[src/rtl/dma_xfer_ctrl.sv]
// dma_xfer_ctrl: word-by-word copy sequencer between the DMA register block
// and two single-port memory macros (mem0 / mem1, 1-cycle read latency).
// One read and one write per 32-bit word; a sticky INTR marks completion.
// Optional feature macro: DMA_XFER_ERR_EN. It adds a sticky alignment error
// (err_o) and turns a misaligned start into an immediate DONE.
// Without the macro, low address/size bits are ignored and err_o is tied 0.

module dma_xfer_ctrl #(
    parameter int DATA_W    = 32,
    parameter int ADDR_W    = 32,
    parameter int WADDR_LSB = 2,
    parameter int WADDR_MSB = 17,
    parameter int BANK_BIT  = 20
) (
    input  logic              CLK,
    input  logic              RST,
    input  logic              start_i,
    input  logic              abort_i,
    input  logic              intr_clr_i,
    input  logic [ADDR_W-1:0] src_addr_i,
    input  logic [ADDR_W-1:0] dst_addr_i,
    input  logic [ADDR_W-1:0] size_i,
    output logic              busy_o,
    output logic              INTR,
    output logic              err_o,
    output logic              mem0_en,
    output logic [3:0]        mem0_we,
    output logic [ADDR_W-1:0] mem0_addr,
    output logic [DATA_W-1:0] mem0_wdata,
    input  logic [DATA_W-1:0] mem0_rdata,
    output logic              mem1_en,
    output logic [3:0]        mem1_we,
    output logic [ADDR_W-1:0] mem1_addr,
    output logic [DATA_W-1:0] mem1_wdata,
    input  logic [DATA_W-1:0] mem1_rdata
);

    localparam int IDX_W = WADDR_MSB - WADDR_LSB + 1;
    localparam int CNT_W = ADDR_W - 2;

    typedef enum logic [1:0] {
        S_IDLE,
        S_READ,
        S_WRITE,
        S_DONE
    } state_t;

    state_t           state;
    state_t           state_n;

    // Latched transfer context. Bank flags use the memory polarity:
    // 1 selects mem0, 0 selects mem1.
    logic [IDX_W-1:0] src_idx;
    logic [IDX_W-1:0] dst_idx;
    logic             src_bank;
    logic             dst_bank;
    logic [CNT_W-1:0] wcnt;
    logic             intr_q;

    logic [CNT_W-1:0] size_words;
    logic             start_ok;
    logic             bad_align;
    logic             unused_in_bits;

    // Bits of the address/size inputs that never reach the datapath are
    // folded together here so they are visibly intentional.
    assign unused_in_bits = ^{src_addr_i, dst_addr_i, size_i};

    assign size_words = size_i[ADDR_W-1:2];
    assign start_ok   = (state == S_IDLE) && start_i && !abort_i;
    assign busy_o     = (state != S_IDLE);
    assign INTR       = intr_q;

`ifdef DMA_XFER_ERR_EN
    logic err_q;

    assign bad_align = |{src_addr_i[1:0], dst_addr_i[1:0], size_i[1:0]};
    assign err_o     = err_q;

    // Sticky alignment error: raised when a misaligned start is accepted,
    // cleared by intr_clr_i, with a new error taking priority over a clear.
    always_ff @(posedge CLK) begin
        if (RST) begin
            err_q <= 1'b0;
        end else if (start_ok && bad_align) begin
            err_q <= 1'b1;
        end else if (intr_clr_i) begin
            err_q <= 1'b0;
        end
    end
`else
    assign bad_align = 1'b0;
    assign err_o     = 1'b0;
`endif

    // State register.
    always_ff @(posedge CLK) begin
        if (RST) begin
            state <= S_IDLE;
        end else begin
            state <= state_n;
        end
    end

    // Next-state logic: READ/WRITE alternate until the word count runs out;
    // abort overrides every transition and returns straight to IDLE.
    always_comb begin
        state_n = state;
        case (state)
            S_IDLE: begin
                if (start_i) begin
                    if (bad_align || (size_words == '0)) begin
                        state_n = S_DONE;
                    end else begin
                        state_n = S_READ;
                    end
                end
            end
            S_READ: begin
                state_n = S_WRITE;
            end
            S_WRITE: begin
                if (wcnt > CNT_W'(1)) begin
                    state_n = S_READ;
                end else begin
                    state_n = S_DONE;
                end
            end
            S_DONE: begin
                state_n = S_IDLE;
            end
            default: begin
                state_n = S_IDLE;
            end
        endcase
        if (abort_i) begin
            state_n = S_IDLE;
        end
    end

    // Transfer context: latched on an accepted start, advanced after each
    // write. Word indices wrap inside IDX_W bits, so the bank never changes.
    always_ff @(posedge CLK) begin
        if (RST) begin
            src_idx  <= '0;
            dst_idx  <= '0;
            src_bank <= 1'b0;
            dst_bank <= 1'b0;
            wcnt     <= '0;
        end else if (start_ok) begin
            src_idx  <= src_addr_i[WADDR_MSB:WADDR_LSB];
            dst_idx  <= dst_addr_i[WADDR_MSB:WADDR_LSB];
            src_bank <= src_addr_i[BANK_BIT];
            dst_bank <= dst_addr_i[BANK_BIT];
            wcnt     <= size_words;
        end else if (state == S_WRITE) begin
            src_idx  <= src_idx + IDX_W'(1);
            dst_idx  <= dst_idx + IDX_W'(1);
            wcnt     <= wcnt - CNT_W'(1);
        end
    end

    // Sticky completion interrupt: set by DONE unless the transfer is being
    // aborted in that cycle; a simultaneous clear loses against the set.
    always_ff @(posedge CLK) begin
        if (RST) begin
            intr_q <= 1'b0;
        end else if ((state == S_DONE) && !abort_i) begin
            intr_q <= 1'b1;
        end else if (intr_clr_i) begin
            intr_q <= 1'b0;
        end
    end

    // Memory port drive: only the bank touched this cycle sees non-zero
    // values. Write data is the source bank's read data, which the macro
    // returns in the WRITE cycle that follows the READ.
    always_comb begin
        mem0_en    = 1'b0;
        mem0_we    = 4'h0;
        mem0_addr  = '0;
        mem0_wdata = '0;
        mem1_en    = 1'b0;
        mem1_we    = 4'h0;
        mem1_addr  = '0;
        mem1_wdata = '0;
        case (state)
            S_READ: begin
                if (src_bank) begin
                    mem0_en   = 1'b1;
                    mem0_addr = {{(ADDR_W-IDX_W){1'b0}}, src_idx};
                end else begin
                    mem1_en   = 1'b1;
                    mem1_addr = {{(ADDR_W-IDX_W){1'b0}}, src_idx};
                end
            end
            S_WRITE: begin
                if (dst_bank) begin
                    mem0_en    = 1'b1;
                    mem0_we    = 4'hF;
                    mem0_addr  = {{(ADDR_W-IDX_W){1'b0}}, dst_idx};
                    mem0_wdata = src_bank ? mem0_rdata : mem1_rdata;
                end else begin
                    mem1_en    = 1'b1;
                    mem1_we    = 4'hF;
                    mem1_addr  = {{(ADDR_W-IDX_W){1'b0}}, dst_idx};
                    mem1_wdata = src_bank ? mem0_rdata : mem1_rdata;
                end
            end
            default: begin
            end
        endcase
    end

endmodule

[config.mk]
export PLATFORM = sky130hd
export DESIGN_NAME = dma_xfer_ctrl
export DESIGN_NICKNAME = d
export VERILOG_FILES = /design/src/rtl/dma_xfer_ctrl.sv
export SDC_FILE = /design/constraint.sdc
export NUM_CORES = 1
export LEC_CHECK = 0
export BUFFER_PORTS_ARGS = -buffer_cell sky130_fd_sc_hd__buf_2
export CAP_MARGIN = 10
export CORE_AREA = 2 2 120 122
export CTS_CLUSTER_DIAMETER = 50
export DETAILED_ROUTE_END_ITERATION = 7
export DIE_AREA = 0 0 122 124
export GPL_TIMING_DRIVEN = 1
export PLACE_DENSITY = 0.69
export SLEW_MARGIN = 25
export SYNTH_ARGS = -nofsm -noshare
export SYNTH_HDL_FRONTEND = slang
export SYNTH_SLANG_ARGS = --single-unit
[constraint.sdc]
create_clock -name CLK -period 2.8 [get_ports CLK]
set_input_delay 0.42 -clock CLK [delete_from_list [all_inputs] [get_ports CLK]]
set_output_delay 0.42 -clock CLK [all_outputs]
set_load 0.05 [all_outputs]
==> out/summary.txt <==
DIE HEIGHT - 124 um
Sink Count - 67
initial DRC count - 333
Final Hold Fails - 0
RD Place Congestion - 0.766
met2 GRT Util - 30.5%
met1 usage - 27.8%
initial antenna violation count - 0
Global Route Usage Sum - 19.1%
Final Cycle Share - 91.9%
Final HPWL DP - 11800 um
final setup vio count - 0
CTS Root Cell - clkbuf_16
CP arrival - 2.15 ns
Distinct cells, synth - 43
switching pwr - 0.972 mW
Die W - 122 um
I/O Buffers - 240
Post-synth ARST share - 0%
top cells by area, synth - dfxtp_1 (27%), nor2_1 (11%), a211oi_1 (7.9%)
clock slew at reported path FFs - 0.05 ns
synth warn - 0
number of core rows - 43
cell breakdown of the critical path - inv_1 -> ha_1 -> nand2b_1 -> clkinvlp_4 -> a22oi_1 -> nor2b_2 -> buf_2
Worst Tran Pin Value - 0.770 ns
worst relative slew slack - 48.7%
Cell Area, Synth - 5030 um^2
Setup Buffers After CTS - 0
fillers - 1383
Top FF cell, synth - dfxtp_1
Synth Instances - 659
grt total ovfl - 0
WL/cell - 14.6 um
Clock Latency Late Sink - 0.33 ns
Max clock buf depth - 2
diodes inserted - 0
Num CTS Buffers - 9
top cell type's share of synthesized area - 26.7%
Pleak - 2.85 nW
Yosys top cell by area - dfxtp_1
result of the run - finished, final reports clean
combinational share of power - 23.5%
EDFF count, synth - 0
Layout Cells excl Fill - 1058
DR vias/cell - 4.94
dpl cells - 1042
setup TNS - 0 ns
largest stage delay on the critical path - 0.38 ns
hold slack - 0.326 ns
CP bufs+invs - 3
top cells by instance count after synthesis - nor2_1 (143), dfxtp_1 (67), a211oi_1 (53)
Die ar. - 15100 um^2
unrepaired setup endpoints after global routing - false
DRC - 0
DRT Pass-1 Iters - 5
Final Max Tran Viols - 0
Most Crowded Layer GR - met2
Initial Utilization - 36.7%
most common cell in the netlist - nor2_1
TritonCTS clock tree - built
CP Class - register to output pin
Peak Freq - 389 MHz
Total Wirelength - 15400 um
I/O pins - 306
Crit Path Max Fanout - 19
startpoint types - register
sequential-to-total area share from yosys stat - 26.7%
#FFs+latches synth - 67
Final ANT Viol Nets - 0
area delta synth->final - 31.8%
Max VDD drop - 0.000278 V
skew final - 0.0104 ns
CP delay by family, top - buffers and inverters
critical path required time - 2.38 ns
Clk pwr share - 39.8%
Placeable Area - 13700 um^2
Vias - 5226
CTS H-tree depth - 3
share of cells above drive strength 1 - 34.1%
met3 global-route usage - 3.21%
Final nets - 1047
max_cap viols - 0
first-pass GRT wire length - 23100 um
pwr dens - 463 nW/um^2
fin crit period - 2.57 ns
critical path's slowest cell - dfxtp_1
Avg Inst Size Synth - 7.63 um^2
placed cell areas - 6300 um^2
worst hold path type - input pin to register
vias in the first global route - 4439
internal power - 2.10 mW
final non-filler cell area - 6630 um^2
Resized cells post-CTS - 0
Hold-fix buffers, CTS - 0
Final Power - 3.07 mW
largest net degree at the start of global routing - 70
Critical Path End Type - output pin
sequential share of power - 36.7%
switching part of the total - 31.7%
==> path summary, 6_finish.rpt <==
check | start | end | slack [ns] | depth (start not counted)
max reg2reg | wcnt[13]$_SDFFE_PP0P_ | wcnt[23]$_SDFFE_PP0P_ | 0.52 | 5
min reg2reg | INTR$_SDFFE_PP0P_ | INTR$_SDFFE_PP0P_ | 0.47 | 2
max | state[0]$_SDFFE_PP0P_ | mem1_addr[13] | 0.23 | 7
min | abort_i | state[1]$_SDFFE_PP0P_ | 0.33 | 2
==> flip-flops by register name (all words and copies together), names as in the netlist <==
| signal | cells |
|---|---|
| src_bank | 1 |
| wcnt | 30 |
| dst_idx | 16 |
| src_idx | 16 |
| dst_bank | 1 |
| INTR | 1 |
| state | 2 |
==> power groups by stage <==
stage,logic [mW],clock network (mW),registers [mW]
after floorplan,0.568,0,1.12
after global placement,0.714,0,1.14
after detailed placement,0.720,0,1.14
after CTS,0.723,1.24,1.12
after global routing,0.790,1.28,1.14
final,0.721,1.22,1.13
==> metal layers <==
| layer | share of wire [%] | vias up | wire (um) |
|---|---|---|---|
| met5 | 0 | - | 0 |
| met4 | 0.54 | 0 | 83 |
| met3 | 7.0 | 9 | 1090 |
| met2 | 46 | 178 | 7150 |
| met1 | 46 | 2348 | 7120 |
| li1 | - | 2691 | - |
==> cell type report <==
cell class / instances / area, um^2 / area share (%)
Clock buffer: 12 / 246 / 3.72
Clock inverter: 4 / 73.8 / 1.11
Timing Repair Buffer: 255 / 1350 / 20.4
Multi-Input combinational cell: 530 / 3340 / 50.4
Inverter: 10 / 45.0 / 0.680
Tap cell: 180 / 225 / 3.40
Sequential cell: 67 / 1340 / 20.3
==> cells in the final DEF (no fill, tap or decap), types with 14 or more instances in the layout <==
cell type / count
a211oi_1: 53
a22oi_1: 32
buf_2: 240
conb_1: 33
dfxtp_1: 66
mux2i_1: 34
nand2_1: 28
nor2_1: 143
nor2b_1: 17
nor2b_2: 16
nor4_1: 14
xnor2_1: 34
xor2_1: 17
==> per-stage QoR <==
step / worst slack [ns] / util [%]
2_1_floorplan: 0.0634 / -
3_3_place_gp: 0.436 / 45.9
3_5_place_dp: 0.406 / 45.9
4_1_cts: 0.0566 / 48.3
5_1_grt: 0.0128 / 48.3
6_report: 0.226 / 48.3
==> cells by family after synthesis <==
group | Yosys count | synth area share (%)
AND/OR/NAND/NOR | 293 | 29.2
AO/OA/AOI/OAI | 110 | 16.1
buffers and inverters | 94 | 10.1
flip-flops | 67 | 26.7
XOR/XNOR | 51 | 8.88
multiplexers | 34 | 6.77
adder cells (fa/ha/maj) | 9 | 2.24
other | 1 | 0.0746
Power figures use the tool's default switching activity.
